File: src/rtl/sandbox_cmd_queue.sv
// Host command queue: the host pushes control/data words into a FIFO that is
// dispatched to an engine, and reads back the last engine response with status.
module sandbox_cmd_queue #(
  parameter int DATA_W      = 32,
  parameter int FIFO_DEPTH  = 4,
  parameter int TIMEOUT_CYC = 1024
) (
  input  logic              masterClock,
  input  logic              reset,
  input  logic              dataReceived,
  input  logic [7:0]        control,
  input  logic [DATA_W-1:0] inputData,
  output logic              clearDR,
  output logic              transmitData,
  output logic [7:0]        status,
  output logic [DATA_W-1:0] outputData,
  output logic              engValid,
  output logic [7:0]        engControl,
  output logic [DATA_W-1:0] engData,
  input  logic              engReady,
  input  logic              respValid,
  input  logic [DATA_W-1:0] respData,
  input  logic              respFlag
);

  localparam int AW = $clog2(FIFO_DEPTH);
  localparam int CW = AW + 1;
  localparam int TW = $clog2(TIMEOUT_CYC + 1);
  localparam int EW = DATA_W + 8;

  typedef enum logic [2:0] {
    IDLE,
    TX,
    HOLD,
    CLR,
    WAIT
  } state_t;

  state_t            r_state;
  logic [EW-1:0]     r_mem [FIFO_DEPTH];
  logic [AW-1:0]     r_wr;
  logic [AW-1:0]     r_rd;
  logic [CW-1:0]     r_cnt;
  logic              r_outst;
  logic [TW-1:0]     r_wait;
  logic [DATA_W-1:0] r_resp;
  logic              r_flag;
  logic              r_fresh;
  logic              r_ovf;
  logic              r_tmo;

  logic              w_eng_valid;
  logic              w_pop;
  logic              w_cmd;
  logic              w_push_req;
  logic              w_full;
  logic              w_push;
  logic              w_ovf_new;
  logic              w_clr_flags;
  logic              w_resp;
  logic              w_expire;
  logic [CW-1:0]     w_cnt_nxt;
  logic [EW-1:0]     w_head;

  assign w_head      = r_mem[r_rd];
  assign w_eng_valid = (r_cnt != '0) && !r_outst;
  assign w_pop       = w_eng_valid && engReady;
  assign w_cmd       = (r_state == IDLE) && dataReceived;
  assign w_push_req  = w_cmd && control[0];
  assign w_clr_flags = w_cmd && control[1];
  assign w_full      = (r_cnt == CW'(FIFO_DEPTH));
  // A pop on the same edge frees the slot a full FIFO needs.
  assign w_push      = w_push_req && (!w_full || w_pop);
  assign w_ovf_new   = w_push_req && !w_push;
  assign w_cnt_nxt   = r_cnt + CW'(w_push) - CW'(w_pop);
  assign w_resp      = r_outst && respValid;
  assign w_expire    = r_outst && !respValid &&
                       (r_wait == TW'(TIMEOUT_CYC - 1));

  assign engValid   = w_eng_valid;
  assign engControl = w_eng_valid ? w_head[EW-1:DATA_W] : '0;
  assign engData    = w_eng_valid ? w_head[DATA_W-1:0] : '0;

  always_ff @(posedge masterClock) begin
    if (w_push) begin
      r_mem[r_wr] <= {control, inputData};
    end
  end

  always_ff @(posedge masterClock or posedge reset) begin
    if (reset) begin
      r_state      <= IDLE;
      transmitData <= 1'b0;
      clearDR      <= 1'b0;
      status       <= '0;
      outputData   <= '0;
      r_wr         <= '0;
      r_rd         <= '0;
      r_cnt        <= '0;
      r_outst      <= 1'b0;
      r_wait       <= '0;
      r_resp       <= '0;
      r_flag       <= 1'b0;
      r_fresh      <= 1'b0;
      r_ovf        <= 1'b0;
      r_tmo        <= 1'b0;
    end else begin
      unique case (r_state)
        IDLE: begin
          if (dataReceived) begin
            r_state      <= TX;
            transmitData <= 1'b1;
            status       <= {4'(w_cnt_nxt), r_tmo, r_fresh,
                             r_ovf | w_ovf_new, r_flag};
            outputData   <= control[0] ? '0 : r_resp;
          end
        end
        TX:   r_state <= HOLD;
        HOLD: begin
          r_state <= CLR;
          clearDR <= 1'b1;
        end
        CLR:  r_state <= WAIT;
        WAIT: begin
          if (!dataReceived) begin
            r_state      <= IDLE;
            transmitData <= 1'b0;
            clearDR      <= 1'b0;
          end
        end
        default: r_state <= IDLE;
      endcase

      if (w_push) r_wr <= r_wr + 1'b1;
      if (w_pop)  r_rd <= r_rd + 1'b1;
      r_cnt <= w_cnt_nxt;

      if (w_pop) begin
        r_outst <= 1'b1;
        r_wait  <= '0;
      end else if (r_outst) begin
        if (respValid || w_expire) r_outst <= 1'b0;
        else                       r_wait  <= r_wait + 1'b1;
      end

      if (w_resp) begin
        r_resp <= respData;
        r_flag <= respFlag;
      end

      // New events win over a same-cycle report-and-clear.
      if (w_resp)                          r_fresh <= 1'b1;
      else if (w_cmd && !control[0])       r_fresh <= 1'b0;
      if (w_ovf_new)                       r_ovf   <= 1'b1;
      else if (w_clr_flags)                r_ovf   <= 1'b0;
      if (w_expire)                        r_tmo   <= 1'b1;
      else if (w_clr_flags)                r_tmo   <= 1'b0;
    end
  end

endmodule
File: config.mk
export PLATFORM = sky130hd
export DESIGN_NAME = sandbox_cmd_queue
export DESIGN_NICKNAME = d
export VERILOG_FILES = /design/src/rtl/sandbox_cmd_queue.sv
export SDC_FILE = /design/constraint.sdc
export NUM_CORES = 1
export LEC_CHECK = 0
export BUFFER_PORTS_ARGS = -buffer_cell sky130_fd_sc_hd__buf_2
export CAP_MARGIN = 30
export CORE_ASPECT_RATIO = 0.7
export CORE_MARGIN = 3
export CORE_UTILIZATION = 41
export CTS_CLUSTER_DIAMETER = 50
export DETAILED_ROUTE_END_ITERATION = 10
export HOLD_SLACK_MARGIN = 0.08
export PLACE_DENSITY = 0.64
export RECOVER_POWER = 25
export SYNTH_ARGS = -nofsm -noshare
export SYNTH_HDL_FRONTEND = slang
export SYNTH_SLANG_ARGS = --single-unit
export TNS_END_PERCENT = 30
File: constraint.sdc
create_clock -name masterClock -period 10.37 [get_ports masterClock]
set_clock_uncertainty 0.2 [all_clocks]
set_input_delay 2.074 -clock masterClock [delete_from_list [all_inputs] [get_ports masterClock]]
set_output_delay 2.074 -clock masterClock [all_outputs]
set_load 0.005 [all_outputs]
== After elaboration in Yosys (flattened, before gate mapping) ==
Memory sizes are Yosys's and may differ from the RTL's.
Cells that the tools add are included.

* Bits in latches: 0
* Output and inout port bits: 83
* Bits of input ports: 78
* Word-level logic and storage cells: 85
* Memory bits (writable): 160
* Memories: 1
* ROM bits: 0
* Flip-flop bits (word level): 99

{| class="wikitable"
|+ Memory list
! memory !! words !! bits a word !! rd ports !! clocked after Yosys merged registers in !! wr ports !! line !! source
|-
| r_mem || 4 || 40 || 1 || 0 || 1 || 40 || <nowiki>logic [EW-1:0] r_mem [FIFO_DEPTH];</nowiki>
|}

* Shift-type cells: 0
* Magnitude comparators: 0
* Reductions and logical operators: 31
* Mux-type cells: 23
* Bitwise gates (word level): 1
* $add $sub $neg: 5
* Divide/modulo/power cells: 0
* Multipliers: 0
* Eq/ne operators: 9

{| class="wikitable"
|+ Operators with widths
! operator !! count
|-
| 32-bit two-way mux || 2
|-
| 11-bit two-way mux || 3
|-
| 3-bit one-hot mux with 5 select lines || 1
|-
| 1-bit two-way mux || 12
|-
| 2-bit nonzero test || 6
|-
| 11-bit by 1-bit adder with 11-bit output, second input constant || 1
|-
| 11-bit by 10-bit == test with 1-bit output, second input constant || 1
|-
| 1-bit logical AND || 11
|-
| 8-bit two-way mux || 1
|-
| 2-bit AND reduction || 4
|-
| 3-bit by 2-bit == test with 1-bit output, second input constant || 2
|-
| 3-bit == test, second input constant || 2
|-
| 3-bit two-way mux || 2
|-
| 2-bit inequality test, second input constant || 3
|-
| 1-bit zero test || 5
|-
| 2-bit by 1-bit adder with 2-bit output, second input constant || 2
|-
| 1-bit one-hot mux with 2 select lines || 2
|-
| 3-bit by 1-bit adder with 3-bit output || 1
|-
| 3-bit by 1-bit == test with 1-bit output, second input constant || 1
|-
| 3-bit zero test || 1
|-
| 3-bit AND reduction || 1
|-
| 3-bit nonzero test || 1
|-
| 3-bit by 1-bit subtractor with 3-bit output || 1
|-
| 1-bit logical OR || 2
|-
| 1-bit bitwise OR || 1
|}

== Logic depth before layout (Yosys ltp) ==
* Word-level depth: 8
* Depth in mapped cells: 12
* Mapped depth without buffers: 11

== Worst setup path before layout ==
Ideal clock, no wire load.

* Path type: input-to-reg
* Start point: input port dataReceived
* End point: register status[6]
* Buffers on the path: 0
* Setup time: 0.065 ns
* Stages: 11
* Arrival: 3.890 ns
* Required time: 10.105 ns
* Path slack: 6.215 ns
* Path through: nor4b_4 > nand2_2 > nor2_4 > inv_1 > ha_1 > inv_1 > ha_1 > fa_1 > xnor2_1 > nand2_1 > nand2_1

* Cells in the longest elaborated chain, start to end: 5
* Elaborated cells on any way between the ends: 6
* Classes of those cells: 2 x add/sub; 4 x reduce/logical

{| class="wikitable"
|+ Ends and longest elaborated chain
! what !! line !! source
|-
| start: declaration || 10 || <nowiki>input logic dataReceived,</nowiki>
|-
| 1-bit logical AND || 68 || <nowiki>assign w_cmd = (r_state == IDLE) && dataReceived;</nowiki>
|-
| 1-bit logical AND || 69 || <nowiki>assign w_push_req = w_cmd && control[0];</nowiki>
|-
| 1-bit logical AND || 73 || <nowiki>assign w_push = w_push_req && (!w_full || w_pop);</nowiki>
|-
| 3-bit by 1-bit adder with 3-bit output || 75 || <nowiki>assign w_cnt_nxt = r_cnt + CW'(w_push) - CW'(w_pop);</nowiki>
|-
| 3-bit by 1-bit subtractor with 3-bit output || 75 ||
|-
| via w_cnt_nxt[2] || 62 || <nowiki>logic [CW-1:0] w_cnt_nxt;</nowiki>
|-
| end signal: assignment || 113 || <nowiki>status <= {4'(w_cnt_nxt), r_tmo, r_fresh,</nowiki>
|-
| end: declaration || 15 || <nowiki>output logic [7:0] status,</nowiki>
|}

The timed path passes the listed nets, and every way through them passes these cells.
A chain may end at the register's enable or synchronous reset.

== Worst setup path in the final report ==
* Start point: register r_rd[0]
* End point: output port engControl[6]

* Cells in the longest elaborated chain, start to end: 2

{| class="wikitable"
|+ Ends and longest elaborated chain
! what !! line !! source
|-
| start: declaration || 42 || <nowiki>logic [AW-1:0] r_rd;</nowiki>
|-
| start signal: assignment || 135 || <nowiki>if (w_pop) r_rd <= r_rd + 1'b1;</nowiki>
|-
| memory read 4 x 40 bit || n/a ||
|-
| 8-bit two-way mux || 81 || <nowiki>assign engControl = w_eng_valid ? w_head[EW-1:DATA_W] : '0;</nowiki>
|-
| end: declaration || 18 || <nowiki>output logic [7:0] engControl,</nowiki>
|}

Every way passes these cells.

==> results.py <==
metrics = {
    "logic_synthesis": {
        "syn-num-nets": 713,
        "yosysSeqAreaShare_pct": 70.98,
        "synthXorXnorAreaFrac_pct": 0.5122,
        "yosys.area.top_type": "edfxtp_1",
        "yosys_warnings": 0,
        "yosys.area_share.simple_pct": 9.524,
        "yosysUniqueCellTypes": 50,
        "ys_async_sr_fraction_pct": 38.22,
        "synth_top_family_by_area": "multiplexers",
        "synthFlopType": "edfxtp_1",
        "synth_area_leaders": "edfxtp_1, dfrtp_1, mux4_2",
        "synthTopCellsByCount": "edfxtp_1, dfrtp_1, nand2_1",
        "yosysMostFrequentCell": "edfxtp_1",
        "avgSynthCellArea_um2": 16.36,
        "yosysTopAreaCellShare_pct": 46.83,
        "synthMuxAreaShare_pct": 12.74,
        "ys_ff_latch": 259,
        "synth_edf_count": 160,
        "synth_area_um2": 10260,
        "synthAdderAreaFrac_pct": 1.049,
        "syn_inst": 627,
        "synth_compound_area_share_pct": 3.098,
    },
    "sta": {
        "final-setup-viol-count": 0,
        "slew_viol_final": 0,
        "fmax_mhz": 203.6,
        "fin_crit_sh_pct": 47.36,
        "grt_setup_unrepaired": "false",
        "setup_tns_ns": 0,
        "hold_viol_final": 0,
        "slew_headroom_pct": 4.795,
        "fin_crit_ns": 4.912,
        "worst_slew_pin_slew_ns": 1.420,
    },
    "global_routing": {
        "grt_pass1_wl_um": 32220,
        "globalRouteTotalUtil_pct": 14.76,
        "grt_pass1_vias": 5674,
        "antenna_found_initial": 0,
        "overflow": 0,
        "grt_max_degree": 74,
    },
    "route": {
        "vias": 5569,
        "wl_per_cell_um": 17.72,
        "routed_wl_um": 20010,
        "first_iter_violations": 254,
        "drc_errors": 0,
        "drtAntennaViolNets": 0,
        "dr.pass1.iters": 5,
        "routed_via_density": 4.933,
    },
    "placed_design": {
        "gp_congestion": 0.7797,
        "dp.cells": 1081,
        "io_buffers": 159,
        "dpl.hpwl_um": 12840,
    },
    "clocking": {
        "cts_root_buf": "clkbuf_16",
        "ctsLongestPathBuffers": 3,
        "htree_levels": 1,
        "cts_resized": 0,
        "path_clk_slew_ns": 0.06,
        "cts_tree": "built",
        "post_cts_buffers": 0,
        "numCtsBuffers": 26,
        "hold_buffers": 0,
        "cts.sinks": 259,
        "clk_latency_ns": 0.52,
    },
    "power": {
        "powerDensity_nw_per_um2": 263.3,
        "ir_worst_vdd_mv": 0.1780,
        "leakagePower_nw": 4.769,
    },
    "min_path": {
        "hold_path_class": "reg2reg",
    },
    "worst_setup_path": {
        "r2r_start": "r_state[2]",
        "cp_data_arrival_time_ns": 2.64,
        "worstPathRequired_ns": 8.10,
        "critical_path.endpoint": "engControl[6]",
        "crit_type": "reg2out",
        "startpoint": "r_rd[0]",
        "endpoint_kind": "primary output",
        "critPathLaunchType": "register",
        "rr_endpoint": "status[6]",
        "reg2regPathDepth": 11,
        "cp_max_fo": 29,
        "reg2reg_slack_ns": 7.45,
    },
    "layout": {
        "post_route_cells_drive_above_1_share_pct": 32.43,
        "final_cells": 1129,
        "finalCoreUtilization_pct": 50.37,
        "fin_nets": 877,
        "area_growth_pct": 18.37,
        "antennaDiodeCount": 0,
    },
    "floorplan": {
        "die_width_um": 195.1,
        "num_rows": 47,
        "pin_count": 161,
        "die_h_um": 138.4,
        "start_util_pct": 42.55,
        "core-area_um2": 24110,
        "die_area_um2": 26990,
    },
    "status": {
        "status": "finished clean",
    },
    "flow_run": {
        "maxCapViolCount": 0,
    },
}
[critical path: stages, from the launching register on]
cell     delay [ns]
dfrtp_2        0.65
buf_4          0.56
mux4_2         0.57
and2_1         0.19
buf_2          0.13
[worst min path at each step]
stage               startpoint  cells past startpoint  slack (ns)        end
global route            r_flag                      2        0.31  status[0]
floorplan              r_fresh                      2        0.23  status[2]
detailed placement   status[3]                      2        0.26  status[3]
global placement     status[2]                      2        0.26  status[2]
finish                  r_flag                      2        0.26  status[0]
CTS                     r_flag                      2        0.27  status[0]
[report_power, final]
| part | internal [mW] | leakage [nW] | switching (mW) | total [mW] |
|---|---|---|---|---|
| registers | 1.31 | 2.68 | 0.139 | 1.45 |
| clock network | 0.510 | 0.398 | 0.366 | 0.875 |
| logic | 0.457 | 1.69 | 0.420 | 0.877 |
[cell usage in the layout (no fill, tap or decap), types with 2 or more instances in the layout]
cell and count:
dfrtp_1 97, nor2_1 8, and2_2 4, and3_1 3
o21ai_0 37, ha_1 7, dfrtp_2 2, clkbuf_8 4
inv_1 9, mux2i_1 2, mux4_2 40, edfxtp_1 160
and2_1 40, o31ai_1 4, mux2_2 33, nand2b_1 34
clkbuf_16 27, clkbuf_1 43, buf_2 127, nand2_1 66
a21oi_1 3, buf_4 9, o211ai_1 3, clkinv_2 3
xnor2_1 5, nand3_1 4, o21ai_1 2, nor3_1 4
nand4_1 2
[routing by layer]
| metal | GRT usage (%) | part of all wire [%] | wire length (µm) |
|---|---|---|---|
| met2 | 22.28 | 45 | 9034 |
| met1 | 21.89 | 47 | 9389 |
| met4 | 2.625 | 1.5 | 306 |
| met3 | 4.110 | 6.4 | 1275 |
| met5 | 0 | 0 | 0 |
[cells by family (layout without fill, tap and decap cells)]
kind of cell / count (synthesis) / count (layout)
multiplexers: 76 / 76
AND/OR/NAND/NOR: 180 / 180
other: 1 / 1
adder cells (fa/ha/maj): 8 / 8
XOR/XNOR: 6 / 6
buffers and inverters: 43 / 227
flip-flops: 259 / 259
AO/OA/AOI/OAI: 54 / 54
[per-stage QoR]
stage	total power, mW	worst slack (ns)	instance area [µm²]	hold WS (ns)
3_3_place_gp	2.343	5.829	11360	0.2559
5_1_grt	3.407	5.229	12140	0.3060
4_1_cts	3.253	5.342	12190	0.2679
3_5_place_dp	2.363	5.821	11380	0.2567
2_1_floorplan	2.033	5.506	10260	0.2323
6_report	3.198	5.458	12140	0.2647
[sequential cells by signal, summed over array words and instances (netlist names), 2 cells and up]
| register | flops |
|---|---|
| r_rd | 2 |
| r_wait | 11 |
| r_resp | 32 |
| r_state | 3 |
| r_wr | 2 |
| status | 7 |
| outputData | 32 |
| r_cnt | 3 |
| r_mem | 160 |
[final cells by class]
cell class,count,area (µm²)
Multi-Input combinational cell,325,2771
Sequential cell,259,7284
Fill cell,2088,11970
Inverter,10,38.79
Timing Repair Buffer,169,843.3
Tap cell,318,397.9
Clock buffer,42,772.0
Clock inverter,6,36.28
Power figures use the tool's default switching activity.
